$ cat src/rtl/adc_sample_packer.sv
// -----------------------------------------------------------------------------
// adc_sample_packer
//
// Packs pairs of 16-bit ADC samples into 32-bit words and streams them out
// over AXI-Stream. The first sample of a pair becomes bits [15:0] and the
// second completes the word as bits [31:16]. Completed words go into a
// 2-entry FIFO that holds {TLAST, TDATA}. TLAST marks every FRAME_WORDS-th
// word that was actually pushed. When the FIFO is full and nothing pops in
// the same cycle, the word is dropped. A drop sets a sticky flag and bumps
// a saturating drop counter.
//
// Parameters
//   FRAME_WORDS      words per frame (2..65535)
//
// Ports
//   Clk_i            rising-edge clock
//   Rstn_i           asynchronous active-low reset
//   Enable_i         capture enable; low returns the packer to IDLE
//   AdcData_i        16-bit sample
//   AdcValid_i       sample strobe, one sample per high cycle
//   M_AXIS_TDATA_o   packed word (FIFO head)
//   M_AXIS_TVALID_o  FIFO not empty
//   M_AXIS_TREADY_i  downstream ready
//   M_AXIS_TLAST_o   frame end marker of the FIFO head
//   Overflow_o       sticky drop flag
//   OverflowClr_i    clears Overflow_o and DroppedCnt_o (wins over a drop)
//   DroppedCnt_o     dropped-word count, saturating at 0xFFFF
//
// Build option
//   ADC_PACKER_TEST_PATTERN_EN  when defined, an internal 16-bit counter
//                               replaces AdcData_i. The counter steps on
//                               every accepted sample.
// -----------------------------------------------------------------------------
module adc_sample_packer #(
  parameter int unsigned FRAME_WORDS = 256
) (
  input  logic        Clk_i,
  input  logic        Rstn_i,
  input  logic        Enable_i,
  input  logic [15:0] AdcData_i,
  input  logic        AdcValid_i,
  output logic [31:0] M_AXIS_TDATA_o,
  output logic        M_AXIS_TVALID_o,
  input  logic        M_AXIS_TREADY_i,
  output logic        M_AXIS_TLAST_o,
  output logic        Overflow_o,
  input  logic        OverflowClr_i,
  output logic [15:0] DroppedCnt_o
);

  localparam logic [15:0] LAST_IDX = 16'(FRAME_WORDS - 1);

  typedef enum logic [1:0] {
    S_IDLE,
    S_LOW,
    S_HIGH
  } state_e;

  state_e      state_q, state_d;
  logic [15:0] low_q, low_d;
  logic [15:0] word_cnt_q, word_cnt_d;
  logic        ovf_q, ovf_d;
  logic [15:0] drop_cnt_q, drop_cnt_d;

  logic [32:0] fifo_mem_q [2];
  logic        rd_ptr_q, wr_ptr_q;
  logic [1:0]  count_q, count_d;

  logic [15:0] sample_data;
  logic        sample_fire;
  logic        word_done;
  logic        word_last;
  logic        fifo_full;
  logic        pop;
  logic        push;
  logic        drop;

  // A sample counts only while enabled and out of IDLE. A low Enable_i
  // overrides any strobe in the same cycle.
  assign sample_fire = AdcValid_i && Enable_i && (state_q != S_IDLE);

`ifdef ADC_PACKER_TEST_PATTERN_EN
  logic [15:0] tp_cnt_q;

  always_ff @(posedge Clk_i or negedge Rstn_i) begin
    if (!Rstn_i) begin
      tp_cnt_q <= '0;
    end else if (sample_fire) begin
      tp_cnt_q <= tp_cnt_q + 16'd1;
    end
  end

  assign sample_data = tp_cnt_q;
`else
  assign sample_data = AdcData_i;
`endif

  assign word_done = sample_fire && (state_q == S_HIGH);
  assign word_last = (word_cnt_q == LAST_IDX);
  assign fifo_full = (count_q == 2'd2);
  assign pop       = (count_q != 2'd0) && M_AXIS_TREADY_i;
  // A full FIFO still takes the word when the head leaves in the same cycle.
  assign push      = word_done && (!fifo_full || pop);
  assign drop      = word_done && fifo_full && !pop;

  // ---------------------------------------------------------------------------
  // Next-state logic: packing FSM, frame counter, overflow bookkeeping
  // ---------------------------------------------------------------------------
  always_comb begin
    // NOTE: every variable gets a default before any branch; a path that
    // leaves one unassigned would infer a latch.
    state_d    = state_q;
    low_d      = low_q;
    word_cnt_d = word_cnt_q;
    ovf_d      = ovf_q;
    drop_cnt_d = drop_cnt_q;

    unique case (state_q)
      S_IDLE: begin
        state_d = S_LOW;
      end
      S_LOW: begin
        if (sample_fire) begin
          low_d   = sample_data;
          state_d = S_HIGH;
        end
      end
      S_HIGH: begin
        if (sample_fire) begin
          state_d = S_LOW;
        end
      end
      default: state_d = S_IDLE;
    endcase

    // Going to IDLE throws away any pending half-word. The half-word is
    // lost because only S_HIGH completes a word. Going to IDLE also restarts
    // the frame. Words already queued keep the TLAST they were stored with.
    if (!Enable_i) begin
      state_d    = S_IDLE;
      word_cnt_d = '0;
    end else if (push) begin
      word_cnt_d = word_last ? 16'd0 : word_cnt_q + 16'd1;
    end

    if (OverflowClr_i) begin
      ovf_d      = 1'b0;
      drop_cnt_d = '0;
    end else if (drop) begin
      ovf_d = 1'b1;
      if (drop_cnt_q != 16'hFFFF) begin
        drop_cnt_d = drop_cnt_q + 16'd1;
      end
    end
  end

  always_comb begin
    count_d = count_q;
    unique case ({push, pop})
      2'b10:   count_d = count_q + 2'd1;
      2'b01:   count_d = count_q - 2'd1;
      default: count_d = count_q;
    endcase
  end

  // ---------------------------------------------------------------------------
  // State registers
  // ---------------------------------------------------------------------------
  always_ff @(posedge Clk_i or negedge Rstn_i) begin
    // NOTE: sequential state uses non-blocking assignments so that every
    // register samples pre-edge values, whatever the order of the processes.
    if (!Rstn_i) begin
      state_q    <= S_IDLE;
      low_q      <= '0;
      word_cnt_q <= '0;
      ovf_q      <= 1'b0;
      drop_cnt_q <= '0;
    end else begin
      state_q    <= state_d;
      low_q      <= low_d;
      word_cnt_q <= word_cnt_d;
      ovf_q      <= ovf_d;
      drop_cnt_q <= drop_cnt_d;
    end
  end

  // ---------------------------------------------------------------------------
  // 2-entry output FIFO
  // ---------------------------------------------------------------------------
  always_ff @(posedge Clk_i or negedge Rstn_i) begin
    if (!Rstn_i) begin
      // NOTE: the storage is reset on purpose. The head entry drives
      // TDATA/TLAST directly, and those outputs must read zero in reset.
      fifo_mem_q[0] <= '0;
      fifo_mem_q[1] <= '0;
      rd_ptr_q      <= 1'b0;
      wr_ptr_q      <= 1'b0;
      count_q       <= '0;
    end else begin
      // When full, a push that comes with a pop writes into the slot being
      // vacated. wr_ptr equals rd_ptr in that case.
      if (push) begin
        fifo_mem_q[wr_ptr_q] <= {word_last, sample_data, low_q};
        wr_ptr_q             <= ~wr_ptr_q;
      end
      if (pop) begin
        rd_ptr_q <= ~rd_ptr_q;
      end
      count_q <= count_d;
    end
  end

  assign M_AXIS_TVALID_o = (count_q != 2'd0);
  assign M_AXIS_TDATA_o  = fifo_mem_q[rd_ptr_q][31:0];
  assign M_AXIS_TLAST_o  = fifo_mem_q[rd_ptr_q][32];
  assign Overflow_o      = ovf_q;
  assign DroppedCnt_o    = drop_cnt_q;

endmodule

$ cat config.mk
export PLATFORM = sky130hd
export DESIGN_NAME = adc_sample_packer
export DESIGN_NICKNAME = d
export VERILOG_FILES = /design/src/rtl/adc_sample_packer.sv
export SDC_FILE = /design/constraint.sdc
export NUM_CORES = 1
export LEC_CHECK = 0
export ABC_AREA = 1
export ABC_CLOCK_PERIOD_IN_PS = 1600
export CORE_MARGIN = 3
export CORE_UTILIZATION = 40
export DETAILED_ROUTE_END_ITERATION = 7
export PLACE_DENSITY_LB_ADDON = 0.05
export SKIP_LAST_GASP = 1
export SYNTH_ARGS = -nofsm -noshare
export SYNTH_HDL_FRONTEND = slang
export SYNTH_SLANG_ARGS = --single-unit
$ cat constraint.sdc
create_clock -name Clk_i -period 1.6 [get_ports Clk_i]
set_clock_uncertainty 0.15 [all_clocks]
set_input_delay 0.32 -clock Clk_i [delete_from_list [all_inputs] [get_ports Clk_i]]
set_output_delay 0.32 -clock Clk_i [all_outputs]
set_load 0.01 [all_outputs]
After elaboration in Yosys (flattened, before gate mapping). Cells that the tools add are included. W data, S select, Z words.

Bits in registers: 121. Input port bits: 22.

Add/sub/neg operators: 4. Equal/unequal tests: 10. $lt $le $gt $ge: 3. Reductions and logical operators: 20. Bitwise logic cells: 4. Muxes and demuxes: 19.

Operators with widths (count): $mux W33 (4); $mux W16 (6); $bwmux W66 (1); $demux W33 S1 (1); $add A16 B1 Y16 const B (2); $eq A16 B8 Y1 const B (1); $ne A16 B16 Y1 const B (1); $reduce_bool A2 Y1 (5); $logic_and A1 B1 Y1 (8); $eq A2 B2 Y1 const B (3); $mux W2 (3); $ne A3 B3 Y1 const B (2); $pmux W2 S3 (1); $reduce_and A2 Y1 (3); $eq A2 B1 Y1 const B (2); $ge A2 B2 Y1 const B (2); $not A1 Y2 (2); $pmux W2 S2 (1); $add A2 B1 Y2 const B (1); $logic_not A1 Y1 (2); $logic_not A2 Y1 (1); $lt A2 B1 Y1 const B (1); $mux W1 (2); $ne A2 B1 Y1 const B (1); 3 further kinds (4).

Longest topological paths before layout.
Depth after elaboration: 7. Depth in mapped cells: 10.

Worst setup path before layout. Ideal clock, no wire load.

Path kind: register to register. From: register count_q[0]. To: register count_q[1]. Slack: -0.075 ns. Buffers on the path: 0. Stages on the path, launching flop included: 9. Data required time: 1.319 ns. Data arrival time: 1.395 ns. Clock period less this slack: 1.675 ns. Cell sequence: dfrtp_1 -> inv_1 -> nand2_1 -> nand2_1 -> inv_1 -> ha_1 -> a21oi_1 -> o21ai_0 -> xor2_1.

Cells in the longest elaborated chain, start to end: 6. Elaborated cells between the ends (all ways): 12.

Ends and longest elaborated chain: start, declared (line 67) `logic [1:0] count_q, count_d;`; start signal, assigned (line 209) `count_q <= count_d;`; $reduce_bool A2 Y1 *; named net M_AXIS_TVALID_o (line 43) `output logic M_AXIS_TVALID_o,`; $logic_and A1 B1 Y1 * (line 101) `assign pop = (count_q != 2'd0) && M_AXIS_TREADY_i;`; named net pop (line 74) `logic pop;`; $logic_or A1 B1 Y1 (line 103) `assign push = word_done && (!fifo_full || pop);`; $logic_and A1 B1 Y1 (line 103); $eq A2 B1 Y1 / $eq A2 B2 Y1 (equally long branches) (line 159) `unique case ({push, pop})`; $pmux W2 S2 / $reduce_bool A2 Y1 (equally long branches).

The timed path passes the listed nets; every way through them passes the cells marked *. A chain may end at the register's enable or synchronous reset.

Worst setup path after layout.
From: register rd_ptr_q. To: output port M_AXIS_TDATA_o[26].

Cells in the longest elaborated chain, start to end: 4.

Ends and longest elaborated chain: start, declared (line 66) `logic rd_ptr_q, wr_ptr_q;`; start signal, assigned (line 207) `rd_ptr_q <= ~rd_ptr_q;`; $not A1 Y2 (implied by the code) (line 214) `assign M_AXIS_TDATA_o = fifo_mem_q[rd_ptr_q][31:0];`; $mux W33 (3 in a row); end, declared (line 42) `output logic [31:0] M_AXIS_TDATA_o,`.

Every way passes these cells. The select of a mux whose other input is x is not followed.

==> impl_metrics.env <==
export IMPL_status="finished, violations left"
export IMPL_violations="negative setup slack"
export IMPL_required_ns=1.13
export IMPL_dpl_hpwl_um=10500
export IMPL_tightestPinTransition_ns=0.511
export IMPL_cts_buffers=17
export IMPL_grt_max_degree=60
export IMPL_die_width_um=127
export IMPL_row_count=43
export IMPL_yosys_area_top_type="dfrtp_1"
export IMPL_worst_path_most_repeated_cell="buf_12"
export IMPL_num_antenna_cells=0
export IMPL_critPathMaxFanout=8
export IMPL_internal_power_mw=8.48
export IMPL_wl_per_cell_um=16.7
export IMPL_cts_root_buf="clkbuf_16"
export IMPL_crit_chain="buf_12 > buf_12 > nand2_2 > o21ai_4 > buf_6"
export IMPL_rrSetupSlack_ns=-0.20
export IMPL_place_area_sq_um=7320
export IMPL_port_buffers=72
export IMPL_fin_area_sq_um=9920
export IMPL_startpoint_type="flip-flop"
export IMPL_placeableCoreArea_sq_um=14100
export IMPL_crit_arrival_ns=1.58
export IMPL_peakVddDrop_v=0.000994
export IMPL_path_buf_inv=3
export IMPL_yosysSeqAreaShare_pct=51.7
export IMPL_switching_share_pct=33.6
export IMPL_power_switching_mw=4.30
export IMPL_yosysUniqueCellTypes=31
export IMPL_synth_warnings=0
export IMPL_num_vias=5842
export IMPL_netlist_instances=751
export IMPL_routed_wl_um=19300
export IMPL_syn_num_nets=776
export IMPL_layout_drive_gt1_share_pct=47.7
export IMPL_timing_final_crit_share_pct=128
export IMPL_maxSlewViolCount=0
export IMPL_max_slew_margin_pct=65.9
export IMPL_rsz0062_at_grt="true"
export IMPL_die_area_sq_um=16100
export IMPL_synth_seq_cells=121
export IMPL_cts_tree="built"
export IMPL_io_pins=73
export IMPL_grt_first_pass_wirelength_um=28900
export IMPL_grt_use_total_pct=22.5
export IMPL_die_h_um=127
export IMPL_antenna_found_initial=0
export IMPL_fmax_mhz=489
export IMPL_worst_slack_ns=-0.447
export IMPL_hp_class="input pin to async pin"
export IMPL_cp_top_family="flip-flops"
export IMPL_synthToLayoutAreaGrowth_pct=69.5
export IMPL_hold_viol=0
export IMPL_timing_hold_ws_ns=0.126
export IMPL_power_density_nw_per_um2=1290
export IMPL_grt_pass1_vias=5667
export IMPL_ant_nets=0
export IMPL_start_util_pct=41.5
export IMPL_setup_viol_count_final=131
export IMPL_gr_total_overflow=0
export IMPL_vias_per_cell=5.07
export IMPL_drc=0
export IMPL_synth_area_leaders="dfrtp_1 (52%), nand2_1 (17%), o21ai_0 (6.0%)"
export IMPL_power_share_clock_pct=30.0
export IMPL_avgSynthCellArea_sq_um=7.79
export IMPL_clk_latency_ns=0.43
export IMPL_slowest_delay_ns=0.57
export IMPL_min_period_ns=2.05
export IMPL_cts_clk_slew_worst_paths_ns=0.05
export IMPL_synth_top_cell_area_share_pct=51.7
export IMPL_cts_buffer_depth=2
export IMPL_endpoint_kind="output port"
export IMPL_initialDrtViolationCount=276
export IMPL_gp_congestion=0.860
export IMPL_timing_worst_setup_path_type="flip-flop to output port"
export IMPL_pwr_share_comb_pct=36.5
export IMPL_slowest_stage="dfrtp_4"
export IMPL_nNetsFinal=985
export IMPL_firstDrtPassIters=6
export IMPL_cts_sinks=121
export IMPL_seqPwrFrac_pct=33.5
export IMPL_h_tree_depth=4
export IMPL_synth_cell_area_sq_um=5850
export IMPL_maxCapViolCount=0
export IMPL_leakagePower_nw=4.82
[metrics by stage]
stage / setup WS (ns) / power (mW) / setup TNS, ns / utilization, % / cells
floorplan: -0.0267 / 5.48 / -0.245 / - / 751
global placement: -0.455 / 7.13 / -48.78 / 51.9 / 1050
detailed placement: -0.485 / 7.18 / -51.45 / 51.9 / 1050
CTS: -0.447 / 12.1 / -19.40 / 62.4 / 1133
global route: -0.486 / 13.4 / -31.21 / 70.4 / 1152
finish: -0.447 / 12.8 / -22.42 / 70.4 / 1152
[kinds of logic after synthesis]
kind of cell / synth area share [%]
AOI/OAI and AO/OA: 11.9
xor gates and xnor gates: 0.898
adders and majority gates: 0.642
buffers and inverters: 8.79
DFF: 51.7
and+or+nand+nor: 26.0
[repair_timing]
action / in CTS / in global routing
endpoints found under the hold margin: 121 / 0
hold buffers: 1 / 0
endpoints found under the setup margin: 100 / 144
gates cloned: 13 / 10
buffers inserted: 40 / 18
resized for setup: 331 / 262
pin swaps: 34 / 53
[registers in the layout, summed over array words and instances, names as in the netlist]
register and count:
rd_ptr_q 1, state_q 2, Overflow_o 1, wr_ptr_q 1, word_cnt_q 16, low_q 16, fifo_mem_q 66, count_q 2
DroppedCnt_o 16
[layout make-up]
type                    count  area [sq um]
inverters                  92           378
clock buffers              18           429
multi-input cells         511          3360
clock inverters            13           155
repair buffers            216          2320
repair inverters            1          7.51
flip-flops and latches    121          3040
well taps                 180           225
fillers                  1075          4180
[cell usage in the layout, fill, tap and decap left out, types with 6 or more instances in the layout]
| cell type | instances |
|---|---|
| buf_16 | 9 |
| buf_2 | 25 |
| clkdlybuf4s50_1 | 19 |
| nand4_1 | 18 |
| dfrtp_1 | 115 |
| o21ai_2 | 62 |
| buf_12 | 16 |
| nand2_1 | 145 |
| nor2_4 | 10 |
| buf_6 | 46 |
| nor2_1 | 33 |
| o21ai_4 | 13 |
| inv_1 | 82 |
| dlygate4sd2_1 | 6 |
| nand3_1 | 20 |
| a21oi_1 | 6 |
| o21ai_0 | 22 |
| buf_4 | 74 |
| o21ai_1 | 22 |
| nand2_2 | 84 |
| clkbuf_16 | 24 |
| nand2_4 | 39 |
[synth_stat cells, drive strengths merged]
master / n
xnor2: 3
buf: 17
dfrtp: 121
clkbuf: 11
nor3: 4
o21ai: 119
o211ai: 2
nand3: 26
or2: 2
inv: 92
o31ai: 1
nor2: 47
o21bai: 2
nand4: 18
a21oi: 10
ha: 3
nand2: 270
xor2: 3
[power by group through the flow]
stage	Sequential [mW]	Combinational, mW	Clock [mW]
5_1_grt	4.35	5.03	4.02
3_5_place_dp	4.11	3.06	0
2_1_floorplan	4.01	1.48	0
4_1_cts	4.13	4.05	3.88
6_report	4.28	4.67	3.84
3_3_place_gp	4.10	3.03	0
[final timing paths]
path	cells after the start	start	to
max	5	rd_ptr_q	M_AXIS_TDATA_o[26]
min reg2reg	2	fifo_mem_q[9]	fifo_mem_q[9]
min in group Clk_i	3	AdcData_i[9]	fifo_mem_q[58]
min	2	Rstn_i	fifo_mem_q[44]
max in group asynchronous	3	Rstn_i	word_cnt_q[9]
max reg2reg	10	count_q[1]	fifo_mem_q[29]
[layer usage]
metal | vias to the layer above | GRT usage (%) | part of all wire [%]
met4 | 0 | 8.26 | 2.3
met3 | 40 | 4.76 | 4.1
li1 | 2815 | - | -
met2 | 150 | 35.1 | 48
met1 | 2837 | 31.1 | 46
met5 | - | 0 | 0
Note: power is estimated with default switching activity, not from simulation.
